<file path="config.mk">
export PLATFORM = sky130hd
export DESIGN_NAME = dds_tune_ctrl
export DESIGN_NICKNAME = d
export VERILOG_FILES = /design/src/rtl/dds_tune_ctrl.sv
export SDC_FILE = /design/constraint.sdc
export NUM_CORES = 1
export LEC_CHECK = 0
export ABC_AREA = 1
export CAP_MARGIN = 25
export CORE_MARGIN = 5
export CORE_UTILIZATION = 51
export CTS_BUF_LIST = sky130_fd_sc_hd__clkbuf_4
export DETAILED_ROUTE_END_ITERATION = 10
export PLACE_DENSITY = 0.72
export REMOVE_ABC_BUFFERS = 1
export SETUP_SLACK_MARGIN = 0.15
export SLEW_MARGIN = 20
export SYNTH_ARGS = -nofsm -noshare
export SYNTH_HDL_FRONTEND = slang
export SYNTH_SLANG_ARGS = --single-unit
export TNS_END_PERCENT = 50
</file>
<file path="constraint.sdc">
create_clock -name sclk -period 2.8 [get_ports sclk]
set_input_delay 0.56 -clock sclk [delete_from_list [all_inputs] [get_ports sclk]]
set_output_delay 0.56 -clock sclk [all_outputs]
set_load 0.03 [all_outputs]
</file>
<file path="src/rtl/dds_tune_ctrl.sv">
// Tuning controller for the DDS core: turns debounced key pulses into frequency and
// phase control words, with a manual stepping mode and an automatic triangle sweep.
module dds_tune_ctrl #(
  parameter int unsigned FW_INIT   = 1074,
  parameter int unsigned F_MIN     = 430,
  parameter int unsigned F_MAX     = 107374,
  parameter int unsigned F_STEP    = 2,
  parameter int unsigned P_STEP    = 2,
  parameter int unsigned SWEEP_DIV = 500000
) (
  input  logic        sclk,
  input  logic        rst_n,
  input  logic        key_f_pls,
  input  logic        key_p_pls,
  input  logic        key_m_pls,
  output logic [29:0] fc_word,
  output logic [29:0] pc_word,
  output logic        upd,
  output logic        sweep_on,
  output logic        led0
);

  localparam int unsigned DIV_W = $clog2(SWEEP_DIV);
  localparam logic [DIV_W-1:0] DIV_LAST = DIV_W'(SWEEP_DIV - 1);

  localparam logic [30:0] F_MIN_31  = 31'(F_MIN);
  localparam logic [30:0] F_MAX_31  = 31'(F_MAX);
  localparam logic [30:0] F_STEP_31 = 31'(F_STEP);
  localparam logic [29:0] F_MIN_30  = 30'(F_MIN);
  localparam logic [29:0] F_MAX_30  = 30'(F_MAX);
  localparam logic [29:0] F_STEP_30 = 30'(F_STEP);
  localparam logic [29:0] P_STEP_30 = 30'(P_STEP);

  typedef enum logic [1:0] {
    MANUAL   = 2'd0,
    SWEEP_UP = 2'd1,
    SWEEP_DN = 2'd2
  } state_e;

  state_e           state_q, state_d;
  logic [DIV_W-1:0] div_q, div_d;
  logic [29:0]      fc_q, fc_d;
  logic [29:0]      pc_q, pc_d;
  logic             upd_q, upd_d;
  logic             led_q, led_d;

  logic [30:0] fc_ext;
  logic [30:0] fc_up;
  logic        tick;
  logic        fc_chg;
  logic        pc_chg;

  // NOTE: every signal written here gets a default first, so no path can infer a latch.
  always_comb begin
    state_d = state_q;
    div_d   = div_q;
    fc_d    = fc_q;
    pc_d    = pc_q;
    led_d   = led_q;
    fc_chg  = 1'b0;
    pc_chg  = 1'b0;

    // One spare bit so the step past F_MAX is visible before it is committed.
    fc_ext = {1'b0, fc_q};
    fc_up  = fc_ext + F_STEP_31;
    tick   = (div_q == DIV_LAST);

    unique case (state_q)
      MANUAL: begin
        if (key_m_pls) begin
          state_d = SWEEP_UP;
          div_d   = '0;
        end else if (key_f_pls) begin
          fc_chg = 1'b1;
          fc_d   = (fc_up > F_MAX_31) ? F_MIN_30 : fc_up[29:0];
        end
      end

      SWEEP_UP, SWEEP_DN: begin
        if (key_m_pls) begin
          // Leaving the sweep discards a tick landing in the same cycle.
          state_d = MANUAL;
          div_d   = '0;
        end else begin
          div_d = tick ? '0 : div_q + DIV_W'(1);
          if (tick) begin
            fc_chg = 1'b1;
            if (state_q == SWEEP_UP) begin
              if (fc_up >= F_MAX_31) begin
                fc_d    = F_MAX_30;
                state_d = SWEEP_DN;
              end else begin
                fc_d = fc_up[29:0];
              end
            end else begin
              // Compare against F_MIN+F_STEP so the subtraction can never underflow.
              if (fc_ext <= F_MIN_31 + F_STEP_31) begin
                fc_d    = F_MIN_30;
                state_d = SWEEP_UP;
              end else begin
                fc_d = fc_q - F_STEP_30;
              end
            end
          end
        end
      end

      default: begin
        state_d = MANUAL;
        div_d   = '0;
      end
    endcase

    if (key_p_pls) begin
      pc_chg = 1'b1;
      pc_d   = pc_q + P_STEP_30;
      led_d  = ~led_q;
    end

    upd_d = fc_chg | pc_chg;
  end

  // NOTE: state registers use non-blocking assignments so every flop samples pre-edge values.
  always_ff @(posedge sclk or negedge rst_n) begin
    if (!rst_n) begin
      state_q <= MANUAL;
      div_q   <= '0;
      fc_q    <= 30'(FW_INIT);
      pc_q    <= '0;
      upd_q   <= 1'b0;
      led_q   <= 1'b1;
    end else begin
      state_q <= state_d;
      div_q   <= div_d;
      fc_q    <= fc_d;
      pc_q    <= pc_d;
      upd_q   <= upd_d;
      led_q   <= led_d;
    end
  end

  assign fc_word  = fc_q;
  assign pc_word  = pc_q;
  assign upd      = upd_q;
  assign sweep_on = (state_q != MANUAL);
  assign led0     = led_q;

endmodule

</file>
==> results.md <==
* CP Launch Type: register
* CP Max Fanout at 7
* Syn avg cell area at 6.65 um2
* Seq/Total Area, Yosys at 33.4%
* Number of DRC markers in iteration 0 at 658
* Fin crit share at 93.7%
* First-pass GRT wire length at 28,000 um
* Clock transition at path regs at ~130 ps
* Critical path class: reg -> reg
* Die area at 14,200 um2
* Setup repair after global routing missed its margin: yes
* Setup_tns at 0 ps
* Post-synth top area share at 31.2%
* Post-synth EDFFs at 0
* Final setup viols at 0
* Synth Register Bits at 81
* Die H at 119 um
* Clock skew at 16.3 ps
* Clock latency on the worst-skew pair at between 400 and 500 ps
* CP arrival at between 3000 and 4000 ps
* Count of unique library cells instantiated by Yosys at 44
* Max-slew violations at 0
* TritonCTS clock tree: done
* Top cell type by total area after synthesis: dfrtp_1
* Worst setup startpoint: fc_word[5]$_DFFE_PN1P_
* Routed vias/inst at ~5.4
* PnR Total Power at between 7 and 8 mW
* Async SR Flop Fraction at between 90% and 100%
* Status: complete, no violations
* Most numerous cell in the Yosys netlist: nand2_1
* Crit path required time at 3210 ps
* Vias post-DR at 6,363
* Hold Vio Cnt, Final at 0
* WL per Instance at between 10 and 15 um
* Area grow syn2layout at 24.5%
* Total CTS buffers at 9
* Worst slew pin tran at between 500 and 600 ps
* Max-cap violations at 0
* IR drop worst, VDD at 0.643 mV
* Core Area at between 10,000 and 15,000 um2
* # clock sinks at 81
* Largest net degree at the start of global routing at 44
* Peak Freq at between 300 and 400 MHz
* # DRC at 0
* Hold Path Class: in -> async
* Root Buffer Master: clkbuf_4
* Initial Util at 51.4%
* Die X at 119 um
* Fin crit period at approximately 2600 ps
* H-Tree Depth at 3
* Leakage at 3.53 nW
* DR pass1 iterations at 5
* Worst rel slew slack at 62.1%
* Commonest cells in the netlist: nand2_1, nor2_1, inv_1, dfrtp_1, nand3_1
* Post-detail-place hpwl at about 13,000 um
* Mapped cell area at 6090 um2
* Nature of the critical path endpoint: register
* Initial antenna violation count at 1
* Cell Rows at 40
* GPL Wtd Cong at 1.01
* Clock buffer depth at 2
* Gate Count Post-Synth at ~920
* Layout cells sized above 1 at 15.6%
* Yosys warns at 0
* Vias in the first global route at 5,759
* Grt ovf at 0
* Port Buffer Count at between 60 and 70
* Leading register cell type out of synthesis: dfrtp_1
* PD cells at 1040 nW/um2
* I/O pin cnt at 68
* Final wirelength at 17,500 um
* Tot GR Track Use at 24.2%
* Top post-synthesis cells by area: dfrtp_1, nand2_1, nor2_1, inv_1, nand3_1
* Final nets at 1,037
* Remaining antenna violation count after routing at 0
* Reg-to-Reg Start: fc_word[5]$_DFFE_PN1P_
-- cells in the final DEF, fill, tap and decap left out, types with 7 or more instances in the layout --
cell and instances:
o21ai_0 38, buf_4 60, inv_1 100, dfrtp_1 68
nor2_1 126, o21ai_1 13, nand4_1 35, a21oi_1 28
nand2_1 227, nor3_1 19, ha_1 8, nor2_4 14
clkbuf_4 10, nand3_1 67, nand2_4 7, nor2_2 11
xnor2_1 13, clkdlybuf4s50_1 64, dfrtp_2 8, nand2_2 12
xor2_1 28
-- critical path, stage by stage, from the launching register on --
cell and delay [ps]:
dfstp_2 630, nand2_1 130, nor2_4 210, nand3_2 160, nand2_1 90, nand2_1 110, nor2_4 130, nor2_1 50
nor2_1 160, nand3_1 140, nand2_4 170, nand4_1 200, o21ai_1 240, nand2_1 70, nand2_1 60
-- report_power, final --
part / internal (mW) / total [mW] / switching (mW) / leakage, nW
Combinational: 1.93 / 5.46 / 3.53 / 2.44
Clock: 0.184 / 0.612 / 0.428 / 0.0535
Sequential: 1.43 / 1.83 / 0.397 / 1.04
Total: 3.54 / 7.90 / 4.36 / 3.53
-- sequential cells by signal, summed over array words and instances, names as in the netlist --
signal	flops
fc_word	29
pc_word	29
div_q	19
state_q	2
led0	1
upd	1
-- worst paths after layout --
path                                      endpoint  slack, ps  cells past startpoint
hold / removal                div_q[6]$_DFFE_PN0P_         60                      1
setup reg to reg            fc_word[7]$_DFFE_PN0P_        180                     14
setup / recovery            fc_word[7]$_DFFE_PN0P_        180                     14
max in group asynchronous  fc_word[10]$_DFFE_PN1P_       2050                      2
min in group sclk           pc_word[9]$_DFFE_PN0P_        500                      1
hold reg to reg             pc_word[9]$_DFFE_PN0P_        500                      1
-- repair_timing --
| item | CTS | global route |
|---|---|---|
| setup endpoints to repair | 12 | 25 |
| gates resized for setup | 11 | 51 |
| pin swaps | 11 | 27 |
| setup buffers | 6 | 24 |
| gates cloned | 1 | 0 |
| hold buffers | 0 | 0 |
-- stage by stage --
| step | util (%) | hold slack [ps] | setup slack, ps | area (um2) | cells |
|---|---|---|---|---|---|
| final | 64.0 | 63.7 | 177 | 7590 | 1176 |
| after global routing | 64.0 | 93.0 | 13.2 | 7590 | 1176 |
| after CTS | 61.0 | 89.9 | 154 | 7230 | 1151 |
| after detailed placement | 59.3 | 492 | 62.7 | 7030 | 1128 |
| after global placement | 59.3 | 487 | 90.8 | 7030 | 1128 |
| after floorplan | - | 264 | -558 | 5930 | 883 |
-- layout make-up --
type,instances,area [um2]
fillers,1096,4280
multi-input cells,694,3680
flip-flops and latches,81,2040
repair buffers,128,1140
inverters,109,417
well taps,147,184
clock buffers,10,75.1
clock inverters,6,35.0
diodes,1,2.50
-- cell families (layout without fill, tap and decap cells) --
logic type / count (synthesis) / count (layout) / share of synthesized area, %
AO/OA/AOI/OAI: 97 / 97 / 8.63
XOR/XNOR: 43 / 43 / 6.31
adder cells (fa/ha/maj): 9 / 9 / 1.85
buffers and inverters: 143 / 253 / 9.41
flip-flops: 81 / 81 / 33.4
other: 1 / 3 / 0.0616
AND/OR/NAND/NOR: 542 / 543 / 40.4
-- metal layers --
metal  vias to the layer above  GRT usage (%)  part of all wire, %
met4                         0           9.52                  2.7
met5                         -              0                    0
li1                       3169              -                    -
met2                       244           37.8                   46
met3                        46           5.03                  7.6
met1                      2904           32.7                   44
Power figures use the tool's default switching activity.
